`config.mk`:
```
export PLATFORM = sky130hd
export DESIGN_NAME = msg_tx_scheduler_flat
export DESIGN_NICKNAME = d
export VERILOG_FILES = /design/src/rtl/msg_tx_scheduler_if.sv /design/src/rtl/msg_tx_scheduler.sv /design/src/flat_wrapper.sv
export SDC_FILE = /design/constraint.sdc
export NUM_CORES = 1
export LEC_CHECK = 0
export CORE_MARGIN = 8
export CORE_UTILIZATION = 25
export CTS_CLUSTER_SIZE = 28
export DETAILED_ROUTE_END_ITERATION = 10
export PLACE_DENSITY = 0.57
export SLEW_MARGIN = 25
export SYNTH_ARGS = -nofsm -noshare
export SYNTH_HDL_FRONTEND = slang
export SYNTH_SLANG_ARGS = --single-unit
```
`constraint.sdc`:
```
create_clock -name CLK -period 1.9 [get_ports CLK]
set_input_delay 0.475 -clock CLK [delete_from_list [all_inputs] [get_ports CLK]]
set_output_delay 0.475 -clock CLK [all_outputs]
set_load 0.02 [all_outputs]
```
`src/rtl/msg_tx_scheduler_if.sv`:
```
`default_nettype none
// ============================================================================
//  Module   : msg_tx_scheduler_if
//  Brief    : Per-channel length/data FIFO handshakes plus the shared transmit
//             port of the two-channel message scheduler.
//  Revision : 1.0 - initial release
// ============================================================================
interface msg_tx_scheduler_if;
    logic        LEN_EMPTY_0;
    logic        LEN_EMPTY_1;
    logic [7:0]  LEN_Q_0;
    logic [7:0]  LEN_Q_1;
    logic        LEN_RDREQ_0;
    logic        LEN_RDREQ_1;
    logic        DATA_EMPTY_0;
    logic        DATA_EMPTY_1;
    logic [15:0] DATA_Q_0;
    logic [15:0] DATA_Q_1;
    logic        DATA_RDREQ_0;
    logic        DATA_RDREQ_1;
    logic        TX_READY;
    logic [15:0] P_DATA_OUT;
    logic        P_ENA_OUT;

    // Scheduler side: consumes FIFO heads, drives pops and the transmit word.
    modport master (
        input  LEN_EMPTY_0, LEN_EMPTY_1, LEN_Q_0, LEN_Q_1,
        input  DATA_EMPTY_0, DATA_EMPTY_1, DATA_Q_0, DATA_Q_1,
        input  TX_READY,
        output LEN_RDREQ_0, LEN_RDREQ_1, DATA_RDREQ_0, DATA_RDREQ_1,
        output P_DATA_OUT, P_ENA_OUT
    );

    // FIFO / downstream side.
    modport slave (
        output LEN_EMPTY_0, LEN_EMPTY_1, LEN_Q_0, LEN_Q_1,
        output DATA_EMPTY_0, DATA_EMPTY_1, DATA_Q_0, DATA_Q_1,
        output TX_READY,
        input  LEN_RDREQ_0, LEN_RDREQ_1, DATA_RDREQ_0, DATA_RDREQ_1,
        input  P_DATA_OUT, P_ENA_OUT
    );
endinterface
`default_nettype wire

```
`src/rtl/msg_tx_scheduler.sv`:
```
`default_nettype none
// ============================================================================
//  Module   : msg_tx_scheduler
//  Brief    : Round-robin two-channel message scheduler with idle gap between
//             messages; streams whole messages from length/data FIFO pairs.
//  Revision : 1.0 - initial release
// ============================================================================
module msg_tx_scheduler #(
    parameter int unsigned GAP_CYCLES = 2
) (
    input  logic               CLK,
    input  logic               RST,
    msg_tx_scheduler_if.master bus,
    output logic               CUR_CH,
    output logic               BUSY,
    output logic [7:0]         msg_counter,
    output logic               UNDERRUN,
    output logic               LEN_ERR,
    output logic [1:0]         state_mon
);

    localparam int unsigned c_gap_w = ($clog2(GAP_CYCLES + 1) > 0) ? $clog2(GAP_CYCLES + 1) : 1;
    localparam logic [c_gap_w-1:0] c_gap_last = c_gap_w'(GAP_CYCLES - 1);
    localparam bit c_has_gap = (GAP_CYCLES > 0);

    localparam logic [1:0] c_idle = 2'd0;
    localparam logic [1:0] c_send = 2'd1;
    localparam logic [1:0] c_gap  = 2'd2;

    logic [1:0]         state_q, state_d;
    logic               last_ch_q, last_ch_d;
    logic               cur_ch_q, cur_ch_d;
    logic [7:0]         remaining_q, remaining_d;
    logic [c_gap_w-1:0] gap_cnt_q, gap_cnt_d;
    logic [15:0]        p_data_q, p_data_d;
    logic               p_ena_q, p_ena_d;
    logic [7:0]         msg_cnt_q, msg_cnt_d;
    logic               underrun_q, underrun_d;
    logic               len_err_q, len_err_d;

    logic               w_pend0;
    logic               w_pend1;
    logic               w_sel;
    logic [7:0]         w_sel_len;
    logic               w_cur_empty;
    logic [15:0]        w_cur_data;
    logic               w_len_pop;
    logic               w_data_pop;

    always_comb begin
        state_d     = state_q;
        last_ch_d   = last_ch_q;
        cur_ch_d    = cur_ch_q;
        remaining_d = remaining_q;
        gap_cnt_d   = gap_cnt_q;
        p_data_d    = p_data_q;
        p_ena_d     = 1'b0;
        msg_cnt_d   = msg_cnt_q;
        underrun_d  = underrun_q;
        len_err_d   = len_err_q;
        w_len_pop   = 1'b0;
        w_data_pop  = 1'b0;

        w_pend0     = ~bus.LEN_EMPTY_0;
        w_pend1     = ~bus.LEN_EMPTY_1;
        // On a tie the channel not served last wins; otherwise take whichever is pending.
        w_sel       = (w_pend0 && w_pend1) ? ~last_ch_q : w_pend1;
        w_sel_len   = w_sel ? bus.LEN_Q_1 : bus.LEN_Q_0;
        w_cur_empty = cur_ch_q ? bus.DATA_EMPTY_1 : bus.DATA_EMPTY_0;
        w_cur_data  = cur_ch_q ? bus.DATA_Q_1 : bus.DATA_Q_0;

        case (state_q)
            c_idle: begin
                if (w_pend0 || w_pend1) begin
                    w_len_pop   = 1'b1;
                    cur_ch_d    = w_sel;
                    last_ch_d   = w_sel;
                    remaining_d = w_sel_len;
                    gap_cnt_d   = '0;
                    if (w_sel_len == 8'd0) begin
                        len_err_d = 1'b1;
                        state_d   = c_has_gap ? c_gap : c_idle;
                    end else begin
                        state_d   = c_send;
                    end
                end
            end
            c_send: begin
                if (bus.TX_READY) begin
                    if (w_cur_empty) begin
                        underrun_d = 1'b1;
                    end else begin
                        w_data_pop  = 1'b1;
                        p_ena_d     = 1'b1;
                        p_data_d    = w_cur_data;
                        remaining_d = remaining_q - 8'd1;
                        if (remaining_q == 8'd1) begin
                            msg_cnt_d = msg_cnt_q + 8'd1;
                            gap_cnt_d = '0;
                            state_d   = c_has_gap ? c_gap : c_idle;
                        end
                    end
                end
            end
            c_gap: begin
                if (gap_cnt_q == c_gap_last) begin
                    state_d = c_idle;
                end else begin
                    gap_cnt_d = gap_cnt_q + 1'b1;
                end
            end
            default: begin
                state_d = c_idle;
            end
        endcase
    end

    always_ff @(posedge CLK) begin
        if (RST) begin
            state_q     <= c_idle;
            last_ch_q   <= 1'b1;
            cur_ch_q    <= 1'b0;
            remaining_q <= 8'd0;
            gap_cnt_q   <= '0;
            p_data_q    <= 16'd0;
            p_ena_q     <= 1'b0;
            msg_cnt_q   <= 8'd0;
            underrun_q  <= 1'b0;
            len_err_q   <= 1'b0;
        end else begin
            state_q     <= state_d;
            last_ch_q   <= last_ch_d;
            cur_ch_q    <= cur_ch_d;
            remaining_q <= remaining_d;
            gap_cnt_q   <= gap_cnt_d;
            p_data_q    <= p_data_d;
            p_ena_q     <= p_ena_d;
            msg_cnt_q   <= msg_cnt_d;
            underrun_q  <= underrun_d;
            len_err_q   <= len_err_d;
        end
    end

    // Pops are suppressed while reset is held so an aborted message loses no extra entry.
    assign bus.LEN_RDREQ_0  = w_len_pop  & ~w_sel    & ~RST;
    assign bus.LEN_RDREQ_1  = w_len_pop  &  w_sel    & ~RST;
    assign bus.DATA_RDREQ_0 = w_data_pop & ~cur_ch_q & ~RST;
    assign bus.DATA_RDREQ_1 = w_data_pop &  cur_ch_q & ~RST;
    assign bus.P_DATA_OUT   = p_data_q;
    assign bus.P_ENA_OUT    = p_ena_q;

    assign CUR_CH      = cur_ch_q;
    assign BUSY        = (state_q != c_idle);
    assign msg_counter = msg_cnt_q;
    assign UNDERRUN    = underrun_q;
    assign LEN_ERR     = len_err_q;
    assign state_mon   = state_q;

endmodule
`default_nettype wire

```
`src/flat_wrapper.sv`:
```
// flat-port wrapper written by rule: the top's interface ports become plain ports
module msg_tx_scheduler_flat 
#(
    parameter int unsigned GAP_CYCLES = 2
)
  (CLK, RST, CUR_CH, BUSY, msg_counter, UNDERRUN, LEN_ERR, state_mon, bus_LEN_EMPTY_0, bus_LEN_EMPTY_1, bus_LEN_Q_0, bus_LEN_Q_1, bus_DATA_EMPTY_0, bus_DATA_EMPTY_1, bus_DATA_Q_0, bus_DATA_Q_1, bus_TX_READY, bus_LEN_RDREQ_0, bus_LEN_RDREQ_1, bus_DATA_RDREQ_0, bus_DATA_RDREQ_1, bus_P_DATA_OUT, bus_P_ENA_OUT);
  msg_tx_scheduler_if bus_i ();
  input  logic CLK;
  input  logic RST;
  output logic CUR_CH;
  output logic BUSY;
  output logic [7:0] msg_counter;
  output logic UNDERRUN;
  output logic LEN_ERR;
  output logic [1:0] state_mon;
  input wire logic [$bits(bus_i.LEN_EMPTY_0)-1:0] bus_LEN_EMPTY_0;
  input wire logic [$bits(bus_i.LEN_EMPTY_1)-1:0] bus_LEN_EMPTY_1;
  input wire logic [$bits(bus_i.LEN_Q_0)-1:0] bus_LEN_Q_0;
  input wire logic [$bits(bus_i.LEN_Q_1)-1:0] bus_LEN_Q_1;
  input wire logic [$bits(bus_i.DATA_EMPTY_0)-1:0] bus_DATA_EMPTY_0;
  input wire logic [$bits(bus_i.DATA_EMPTY_1)-1:0] bus_DATA_EMPTY_1;
  input wire logic [$bits(bus_i.DATA_Q_0)-1:0] bus_DATA_Q_0;
  input wire logic [$bits(bus_i.DATA_Q_1)-1:0] bus_DATA_Q_1;
  input wire logic [$bits(bus_i.TX_READY)-1:0] bus_TX_READY;
  output wire logic [$bits(bus_i.LEN_RDREQ_0)-1:0] bus_LEN_RDREQ_0;
  output wire logic [$bits(bus_i.LEN_RDREQ_1)-1:0] bus_LEN_RDREQ_1;
  output wire logic [$bits(bus_i.DATA_RDREQ_0)-1:0] bus_DATA_RDREQ_0;
  output wire logic [$bits(bus_i.DATA_RDREQ_1)-1:0] bus_DATA_RDREQ_1;
  output wire logic [$bits(bus_i.P_DATA_OUT)-1:0] bus_P_DATA_OUT;
  output wire logic [$bits(bus_i.P_ENA_OUT)-1:0] bus_P_ENA_OUT;
  assign bus_i.LEN_EMPTY_0 = bus_LEN_EMPTY_0;
  assign bus_i.LEN_EMPTY_1 = bus_LEN_EMPTY_1;
  assign bus_i.LEN_Q_0 = bus_LEN_Q_0;
  assign bus_i.LEN_Q_1 = bus_LEN_Q_1;
  assign bus_i.DATA_EMPTY_0 = bus_DATA_EMPTY_0;
  assign bus_i.DATA_EMPTY_1 = bus_DATA_EMPTY_1;
  assign bus_i.DATA_Q_0 = bus_DATA_Q_0;
  assign bus_i.DATA_Q_1 = bus_DATA_Q_1;
  assign bus_i.TX_READY = bus_TX_READY;
  assign bus_LEN_RDREQ_0 = bus_i.LEN_RDREQ_0;
  assign bus_LEN_RDREQ_1 = bus_i.LEN_RDREQ_1;
  assign bus_DATA_RDREQ_0 = bus_i.DATA_RDREQ_0;
  assign bus_DATA_RDREQ_1 = bus_i.DATA_RDREQ_1;
  assign bus_P_DATA_OUT = bus_i.P_DATA_OUT;
  assign bus_P_ENA_OUT = bus_i.P_ENA_OUT;
  msg_tx_scheduler #(.GAP_CYCLES(GAP_CYCLES)) u_core (.CLK(CLK), .RST(RST), .bus(bus_i), .CUR_CH(CUR_CH), .BUSY(BUSY), .msg_counter(msg_counter), .UNDERRUN(UNDERRUN), .LEN_ERR(LEN_ERR), .state_mon(state_mon));
endmodule
```
==> Implementation_results.wiki <==
{| class="wikitable"
! Metric !! Value
|-
| Largest net degree at the start of global routing || 33
|-
| Die Outline Area || 12000 um2
|-
| Number of flops mapped to enable cells by yosys || 0
|-
| Syn. warnings || 0
|-
| Via count || 2322
|-
| Antenna Diode Count || 0
|-
| Clock period minus final worst setup slack || 1860 ps
|-
| FF+latch count, synth || 41
|-
| Gr usage total || 11.6%
|-
| Violation count after the first detailed-routing iteration || 93
|-
| Hold buffer count at CTS || 0
|-
| Final Routed Wirelength || 7160 um
|-
| Peak supply drop || 325 uV
|-
| Hpwl dp || 5640 um
|-
| Data required time of the worst path || 1420 ps
|-
| Pwr dens || 654 nW/um2
|-
| Prevailing post-synth register cell || sky130_fd_sc_hd__dfxtp_1
|-
| Overall power consumption || 0.00235 W
|-
| Max Clk Rate || 538 MHz
|-
| LEAKAGE || 1.33 nW
|-
| Netlist Area Pre-Place || 2200 um2
|-
| Detailed-router iteration count before antenna repair || 4
|-
| Async S/R FF share, synth || 0%
|-
| Total clock sinks || 41
|-
| Number of port buffers || 89
|-
| Synthesized Nets || 316
|-
| Critical path arrival || 1380 ps
|-
| Share of the yosys chip area belonging to registers || 37.4%
|-
| Ratio of cells with drive above 1 in the final layout || 17.8%
|-
| Routability cong. || 0.841
|-
| Ratio of final minimum period to clock period || 97.8%
|-
| Number of standard cells after synthesis || 257
|-
| Count of final max-slew check failures || 0
|-
| Number of CTS-inserted buffers || 5
|-
| Met2 demand-to-capacity share in global routing || 19.6%
|-
| Tightest Hold Check Type || register to register
|-
| Average vias per placed instance || 4.85
|-
| CTS tree || built
|-
| CTS Buffer Depth || 2
|-
| Rel. slew slack || 62.9%
|-
| Placement Rows || 34
|-
| I/O pin total || 90
|-
| Grt peak-use layer || met2
|-
| Setup slack after placement || -730 ps
|-
| Root buf cell || sky130_fd_sc_hd__clkbuf_8
|-
| Outcome || finished, final reports clean
|-
| Final Non-Filler Cells || 479
|-
| Clock transition at the registers of the reported paths || 80 ps
|-
| Met3 Resource Use GR || 3.63%
|-
| H-tree levels || 2
|-
| Total negative slack for setup checks || 0 ps
|-
| Classification of the worst setup path || input port to output pin
|-
| Synth-to-Final Area Change || 63.6%
|-
| Via count of the first global-routing pass || 2311
|-
| Unrepaired setup endpoints after global routing || yes
|-
| Number of setup violations in the final report || 0
|-
| Crit. End Element || output pin
|-
| DR DRC count || 0
|-
| # Max-Cap Violations || 0
|-
| Starting utilization of the core area || 25.4%
|-
| Number of nets in the layout || 430
|-
| Worst setup skew after layout || 7.61 ps
|-
| Placed cell count || 470
|-
| Actual transition at the worst max-transition pin || 556 ps
|-
| Routed length per placed instance || 14.9 um
|-
| Mapped Avg Cell Area || 8.54 um2
|-
| Global-route wire length before repair || 11300 um
|-
| Die height || 110 um
|-
| Library cells used by synthesis || 41
|-
| Clock latency at the later pin of the worst-skew pair || 290 ps
|-
| Hold violation total from the final report || 0
|-
| Core region area || 8640 um2
|-
| Detail Route Antenna Nets || 0
|-
| Final standard cell utilization of the core || 41.6%
|-
| Global Route met1 Usage || 14.1%
|-
| Die span in x || 110 um
|-
| Crit Path Max Fanout || 3
|-
| Initial antenna violation count || 0
|-
| Final worst-path setup slack || 41.2 ps
|-
| Critical Path Source Type || input port
|-
| Sum of overflow across all layers after global routing || 0
|}
## worst paths after layout
check                                                   startpoint  slack, ps  cells past startpoint                            endpoint
worst min-delay path              u_core.gap_cnt_q[1]$_SDFFE_PP0P_        480                      2    u_core.gap_cnt_q[1]$_SDFFE_PP0P_
worst max register to register  u_core.remaining_q[1]$_SDFFE_PP0P_        160                      7  u_core.msg_counter[5]$_SDFFE_PP0P_
worst max-delay path                                  bus_TX_READY         40                      5                    bus_DATA_RDREQ_1
worst min register to register    u_core.gap_cnt_q[1]$_SDFFE_PP0P_        480                      2    u_core.gap_cnt_q[1]$_SDFFE_PP0P_
## cells in the mapped netlist, types with 2 or more instances
cell type,n,area (um2)
sky130_fd_sc_hd__clkbuf_1,11,41.3
sky130_fd_sc_hd__o311ai_0,2,17.5
sky130_fd_sc_hd__o21ai_0,10,50.1
sky130_fd_sc_hd__inv_1,10,37.5
sky130_fd_sc_hd__nor3b_1,3,22.5
sky130_fd_sc_hd__nand2_1,15,56.3
sky130_fd_sc_hd__buf_2,7,35.0
sky130_fd_sc_hd__and2_1,2,12.5
sky130_fd_sc_hd__o32ai_1,3,26.3
sky130_fd_sc_hd__a211oi_1,20,150
sky130_fd_sc_hd__nand2b_1,4,25.0
sky130_fd_sc_hd__nand3_1,4,20.0
sky130_fd_sc_hd__o31ai_1,4,30.0
sky130_fd_sc_hd__dfxtp_1,41,821
sky130_fd_sc_hd__ha_1,4,50.1
sky130_fd_sc_hd__a31oi_1,3,18.8
sky130_fd_sc_hd__a21oi_1,16,80.1
sky130_fd_sc_hd__or4_1,5,37.5
sky130_fd_sc_hd__nor3_1,4,20.0
sky130_fd_sc_hd__nor4_1,5,31.3
sky130_fd_sc_hd__nor2_1,25,93.8
sky130_fd_sc_hd__a32o_1,4,40.0
sky130_fd_sc_hd__mux2i_1,18,180
sky130_fd_sc_hd__and3_1,2,12.5
sky130_fd_sc_hd__nand4b_1,4,35.0
sky130_fd_sc_hd__nor2b_1,3,18.8
sky130_fd_sc_hd__o211ai_1,6,45.0
sky130_fd_sc_hd__o21a_1,7,52.6
sky130_fd_sc_hd__a211o_1,2,17.5
sky130_fd_sc_hd__or3_1,2,12.5
## per-stage QoR
stage,cell area (um2),hold slack (ps)
final,3590,476
after global routing,3590,501
after CTS,3570,473
after detailed placement,3420,455
after global placement,3420,444
after floorplan,2210,429
## cells by family after synthesis
kind of cell / share of synthesized area, %
AOI/OAI and AO/OA: 26.0
xor gates and xnor gates: 0.399
adders and majority gates: 2.28
buffers and inverters: 5.36
DFF: 37.4
muxes: 8.21
and+or+nand+nor: 20.4
## sequential cells by signal, indices dropped and copies added (netlist names), 2 cells and up
signal	flops
u_core.bus.P_DATA_OUT	16
u_core.gap_cnt_q	2
u_core.msg_counter	8
u_core.remaining_q	8
u_core.state_mon	2
## where the power goes
part	switching, W	internal (W)
combinational	0.000333	0.000378
clock	0.000296	0.000382
sequential	0.0000489	0.000912
total	0.000679	0.00167
## per-layer routing
metal | vias to the layer above | part of all wire, %
li1 | 1190 | -
met1 | 1069 | 44
met2 | 58 | 47
met3 | 5 | 7.8
met4 | 0 | 0.71
met5 | - | 0
## final cells by class
class                   instances  area, um2
well taps                     108        135
multi-input cells             187       1320
clock buffers                   5       68.8
fillers                       893       5040
flip-flops and latches         41        827
repair buffers                126       1170
clock inverters                 2       35.0
inverters                      10       37.5
## worst max-delay path, cell delays in order
cell	delay [ps]
sky130_fd_sc_hd__dlygate4sd2_1	240
sky130_fd_sc_hd__and3b_2	230
sky130_fd_sc_hd__and2_4	140
sky130_fd_sc_hd__and3_4	170
sky130_fd_sc_hd__buf_6	120
## layout by cell type (no fill, tap or decap), types with 5 or more instances in the layout
master,count
sky130_fd_sc_hd__nor2_1,22
sky130_fd_sc_hd__o21a_1,7
sky130_fd_sc_hd__buf_4,37
sky130_fd_sc_hd__dlygate4sd2_1,7
sky130_fd_sc_hd__nor4_1,5
sky130_fd_sc_hd__nand2_1,14
sky130_fd_sc_hd__o211ai_1,6
sky130_fd_sc_hd__a21oi_1,16
sky130_fd_sc_hd__dfxtp_1,38
sky130_fd_sc_hd__clkdlybuf4s50_1,75
sky130_fd_sc_hd__a211oi_1,20
sky130_fd_sc_hd__or4_1,5
sky130_fd_sc_hd__inv_1,10
sky130_fd_sc_hd__clkbuf_8,5
sky130_fd_sc_hd__o21ai_0,10
sky130_fd_sc_hd__mux2i_1,17
## repair_timing
item | CTS | global route
cloned | 0 | 0
endpoints found under the setup margin | 13 | 7
setup buffers | 2 | 0
pin swaps | 4 | 0
gates resized for setup | 49 | 5
(Power assumes the default switching activity.)
==> RTL change 1, RTL diff (config.mk and constraints unchanged) <==
Put one more register stage on the output `LEN_ERR`, with the module's reset. The value now appears one clock later. The other outputs are not delayed to match.
--- a/src/rtl/msg_tx_scheduler.sv
+++ b/src/rtl/msg_tx_scheduler.sv
@@ -155,3 +155,9 @@
     assign UNDERRUN    = underrun_q;
-    assign LEN_ERR     = len_err_q;
+    always_ff @(posedge CLK) begin
+        if (RST) begin
+            LEN_ERR <= '0;
+        end else begin
+            LEN_ERR <= len_err_q;
+        end
+    end
     assign state_mon   = state_q;
Formal check against the unedited RTL: not equivalent (Yosys sat finds a counterexample within 4 cycles, from zero or initial values and one cycle with RST high).
==> RTL change 1 against the original RTL <==
Area after synthesis increased by 0.46%. Design area is 2.1% higher. Clock skew up 0.0021 ns. Wire length increased by 4.1%. Sequential cell count grew 1. Setup slack worse by 0.014 ns. Count of clock-buffer cells in the layout unchanged.
Power is not compared: it rests on default switching activity, and its combinational part moved more than twofold at a synthesized area within 25%.
==> RTL change 1: results (changes against the original RTL) <==
- Worst Hold Path Cells: 1 (-1)
- DP Cell Count: 474 (+0.85%)
- Detailed-route wire length per cell: 15.43 µm (+3.2%)
- Filler cells: 885 (-0.90%)
- YS warnings: 0 (unchanged)
- M2 GR Usage: 20.42% (+0.82 points)
- Met3 wire len: 538 µm (-3.8%)
- Clk buf depth: 2 (unchanged)
- Syn_nets: 311 (-1.6%)
- Least-Margin Pin Slew: 0.5365 ns (-0.02000 ns)
- Pin count of the biggest net entering global routing: 34 (+3.0%)
- Via-per-instance ratio: 4.946 (+2.0%)
- Post-Synth Adder-Cell Area: 2.269% (-0.010 points)
- Clock Skews: 0.009669 ns (+0.002062 ns)
- Reg2Reg Depth: 7 (unchanged)
- Layout cells sized above 1: 20.27% (+2.5 points)
- Synth Area in Compound Gates: 25.24% (-0.74 points)
- Cell family with most CP delay: flip-flops
- Synth Area in XOR/XNOR: 0.3971% (-0.0018 points)
- Distinct cells, synth: 48 (+17%)
- M3 GR Usage: 3.634% (unchanged)
- ANT nets after route: 0 (unchanged)
- RePlAce Congestion: 0.8198 (-2.5%)
- Seq/Total Area, Yosys: 38.12% (+0.74 points)
- HP Class: reg2reg
- Clk Tree Root Cell: clkbuf_8
- Nets: 434 (+0.93%)
- N_diodes: 0 (unchanged)
- Commonest cells post-synth: dfxtp_1, nor2_1, a211oi_1, a21oi_1, mux2i_1
- Crit Path Class: reg2out
- Worst R2R Start: u_core.CUR_CH
- Reg-to-Reg End: u_core.msg_counter[4]
- Min-delay src: u_core.gap_cnt_q[0]
- Cell Int Power: 2.073 mW
- M1 WL: 3.094 mm (-2.4%)
- FF-to-FF setup slack: 0.07 ns (-0.09 ns)
- WHS Endpoint: u_core.gap_cnt_q[0]
- DR iter-0 viols: 94 (+1.1%)
- Number of antenna violations at the first check in global routing: 0 (unchanged)
- Status: completed
- Wirelength, routed: 7.452 mm (+4.1%)
- Number of global-route vias before repair: 2352 (+1.8%)
- Area contributors post-synth: dfxtp_1, mux2i_1, a211oi_1
- Largest stage delay, worst path: 0.37 ns (+0.13 ns)
- Worst EP arrival: 1.40 ns (+0.02 ns)
- Met1 Use GR: 14.29% (+0.15 points)
- Mean Syn Cell Area: 8.753 µm² (+2.4%)
- Length of routed met2 wiring: 3.757 mm (+11%)
- Crit-path max FO: 3 (unchanged)
- Port Buffer Count: 89 (unchanged)
- Worst path slowest cell: dfxtp_4
- Max Used Layer: met4
- Clk slew on worst S/H paths: 0.08 ns (about the same)
- DP HPWL: 5.909 mm (+4.8%)
- Multiplexer share of the synthesized area: 9.189% (+0.98 points)
- PwrDens: 910.8 mW/mm²
- First-pass GRT wire length: 11.62 mm (+3.2%)
- Post-cts gate resize count: 42 (-14%)
- Post-CTS Setup Inserts: 0 (-2)
- Overall routing resource usage: 11.92% (+0.29 points)
-- RTL change 1: cell count changes after synthesis, moves of 3 or more --
cell / unedited run / this run
nand2_1: 15 / 9
a31oi_1: 3 / 8
o211ai_1: 6 / 1
o21a_1: 7 / 2
clkbuf_1: 11 / 7
nand4b_1: 4 / 0
nand4_1: 0 / 3
o21ai_0: 10 / 13
-- RTL change 1: final cells by class --
class,count,share of cell area [%]
Sequential cell,42,23.11
Inverter,9,0.9215
Multi-Input combinational cell,185,36.69
Tap cell,108,3.686
Clock buffer,5,1.877
Timing Repair Buffer,132,33.45
Clock inverter,2,0.2730
-- RTL change 1: metrics by stage --
stage	utilization [%]	setup slack [ns]	instance area (µm²)	setup TNS [ns]	hold slack (ns)
floorplan	-	-0.03373	2213	-0.03373	0.4292
global placement	40.23	-0.7229	3475	-9.321	0.4505
detailed placement	40.23	-0.7308	3475	-9.989	0.4493
CTS	41.52	0.001644	3586	0	0.4594
global route	42.45	-0.02728	3666	-0.04718	0.4785
finish	42.45	0.02703	3666	0	0.4694
==> RTL change 2, RTL diff (same flow settings) <==
Without the edit above. `GAP_CYCLES` is set to 2 in 2 places; all go to 1.
--- a/src/rtl/msg_tx_scheduler.sv
+++ b/src/rtl/msg_tx_scheduler.sv
@@ -8,3 +8,3 @@
 module msg_tx_scheduler #(
-    parameter int unsigned GAP_CYCLES = 2
+    parameter int unsigned GAP_CYCLES = 1
 ) (
--- a/src/flat_wrapper.sv
+++ b/src/flat_wrapper.sv
@@ -3,3 +3,3 @@
 #(
-    parameter int unsigned GAP_CYCLES = 2
+    parameter int unsigned GAP_CYCLES = 1
 )
Behaviour: not the same (a bounded check fails within 4 cycles, from zero or initial values and one cycle with RST high).
==> RTL change 2 against the original RTL <==
Clock skew shrank 0.0011 ns. Die area shrank 3.6%. Power grew 7.2%. Sequential cell count shrank 2. Critical path type is now reg2reg. Highest routed layer unchanged. Setup slack lost 0.27 ns. The flow now finishes with violations (negative setup slack). Largest cell class is now buffers. Design area grew 3.8%. Area after synthesis shrank 4.2%. Wire length grew 2.2%. Global-route usage grew 0.71 points.
==> RTL change 2: results (changes against the original RTL) <==
- Post-Layout Cell Count: 500 (+4.4%)
- Crit-path max FO: 5 (+2)
- Met1 Use GR: 15.80% (+1.7 points)
- Distinct cells, synth: 44 (+7.3%)
- First-pass GRT wire length: 11.73 mm (+4.2%)
- Leakage power: 1.393 nW (+5.0%)
- DP HPWL: 5.689 mm (+0.94%)
- M2 GR Usage: 19.52% (-0.078 points)
- Via count: 2425 (+4.4%)
- Syn_nets: 307 (-2.8%)
- Final setup fails: 5 (+5)
- Crit path capture type: register
- DP Worst Slack: -0.7603 ns (-0.02983 ns)
- Mapped Cells: 249 (-3.1%)
- Combinational power share: 37.8% (+7.5 points)
- Seq pwr share: 37.1% (-3.8 points)
- Filler cells: 816 (-8.6%)
- Tot Pwr: 2.519 mW (+7.2%)
- Status: complete, but fails checks
- Worst setup margin: -0.2245 ns (-0.2657 ns)
- Failing checks: negative setup slack
- Area contributors post-synth: dfxtp_1, mux2i_1, a211oi_1
- Pin count of the biggest net entering global routing: 34 (+3.0%)
- Nets: 452 (+5.1%)
- Clock Skews: 0.006498 ns (-0.001109 ns)
- Worst path slowest cell: or4b_4
- VDD IR max: 294.7 µV (-9.4%)
- Reg2Reg Depth: 6 (-1)
- Layout cells sized above 1: 26.08% (+8.3 points)
- Reg-to-Reg End: u_core.msg_counter[3]
- Worst setup path start: u_core.remaining_q[1]
- Largest stage delay, worst path: 0.48 ns (+0.24 ns)
- Seq/Total Area, Yosys: 37.10% (-0.28 points)
- Worst EP arrival: 2.35 ns (+0.97 ns)
==> RTL change 2: per-stage QoR <==
step	hold slack, ns	setup TNS, ns	cell area (µm²)
2_1_floorplan	0.4794	-0.9353	2111
3_3_place_gp	0.4605	-10.21	3481
3_5_place_dp	0.4584	-10.93	3481
4_1_cts	0.4716	-0.8532	3686
5_1_grt	0.5002	-1.223	3727
6_report	0.4664	-0.8031	3727
==> RTL change 2: layer usage <==
| metal | share of wire (%) | vias to the layer above |
|---|---|---|
| met4 | 0.57 | 0 |
| met2 | 44 | 83 |
| met5 | 0 | - |
| li1 | - | 1235 |
| met1 | 47 | 1102 |
| met3 | 8.2 | 5 |
==> RTL change 2: cells by family after synthesis <==
| family | share of synthesized area, % |
|---|---|
| fa+ha+maj | 1.784 |
| simple gates | 21.23 |
| mux | 9.631 |
| flops | 37.10 |
| xor+xnor | 0.4162 |
| buf+inv | 5.351 |
| compound gates | 24.49 |
==> RTL change 2: cell type report <==
class,instances,area (µm²),area share (%)
sequential,39,787.0,21.11
timing repair buffer,154,1366,36.66
inverter,11,42.54,1.141
clock buffer,7,96.34,2.585
clock inverter,1,7.507,0.2014
multi-input combinational,183,1296,34.78
tap,105,131.4,3.525
==> RTL change 2: worst min-delay path by stage <==
| stage | startpoint | endpoint | slack, ns | depth (start not counted) |
|---|---|---|---|---|
| after global routing | u_core.state_mon[1] | u_core.state_mon[1] | 0.50 | 1 |
| after global placement | u_core.LEN_ERR | u_core.LEN_ERR | 0.46 | 2 |
| after floorplan | u_core.remaining_q[3] | u_core.remaining_q[3] | 0.48 | 2 |
| after detailed placement | u_core.LEN_ERR | u_core.LEN_ERR | 0.46 | 2 |
| after CTS | u_core.LEN_ERR | u_core.LEN_ERR | 0.47 | 2 |
| final | u_core.LEN_ERR | u_core.LEN_ERR | 0.47 | 2 |
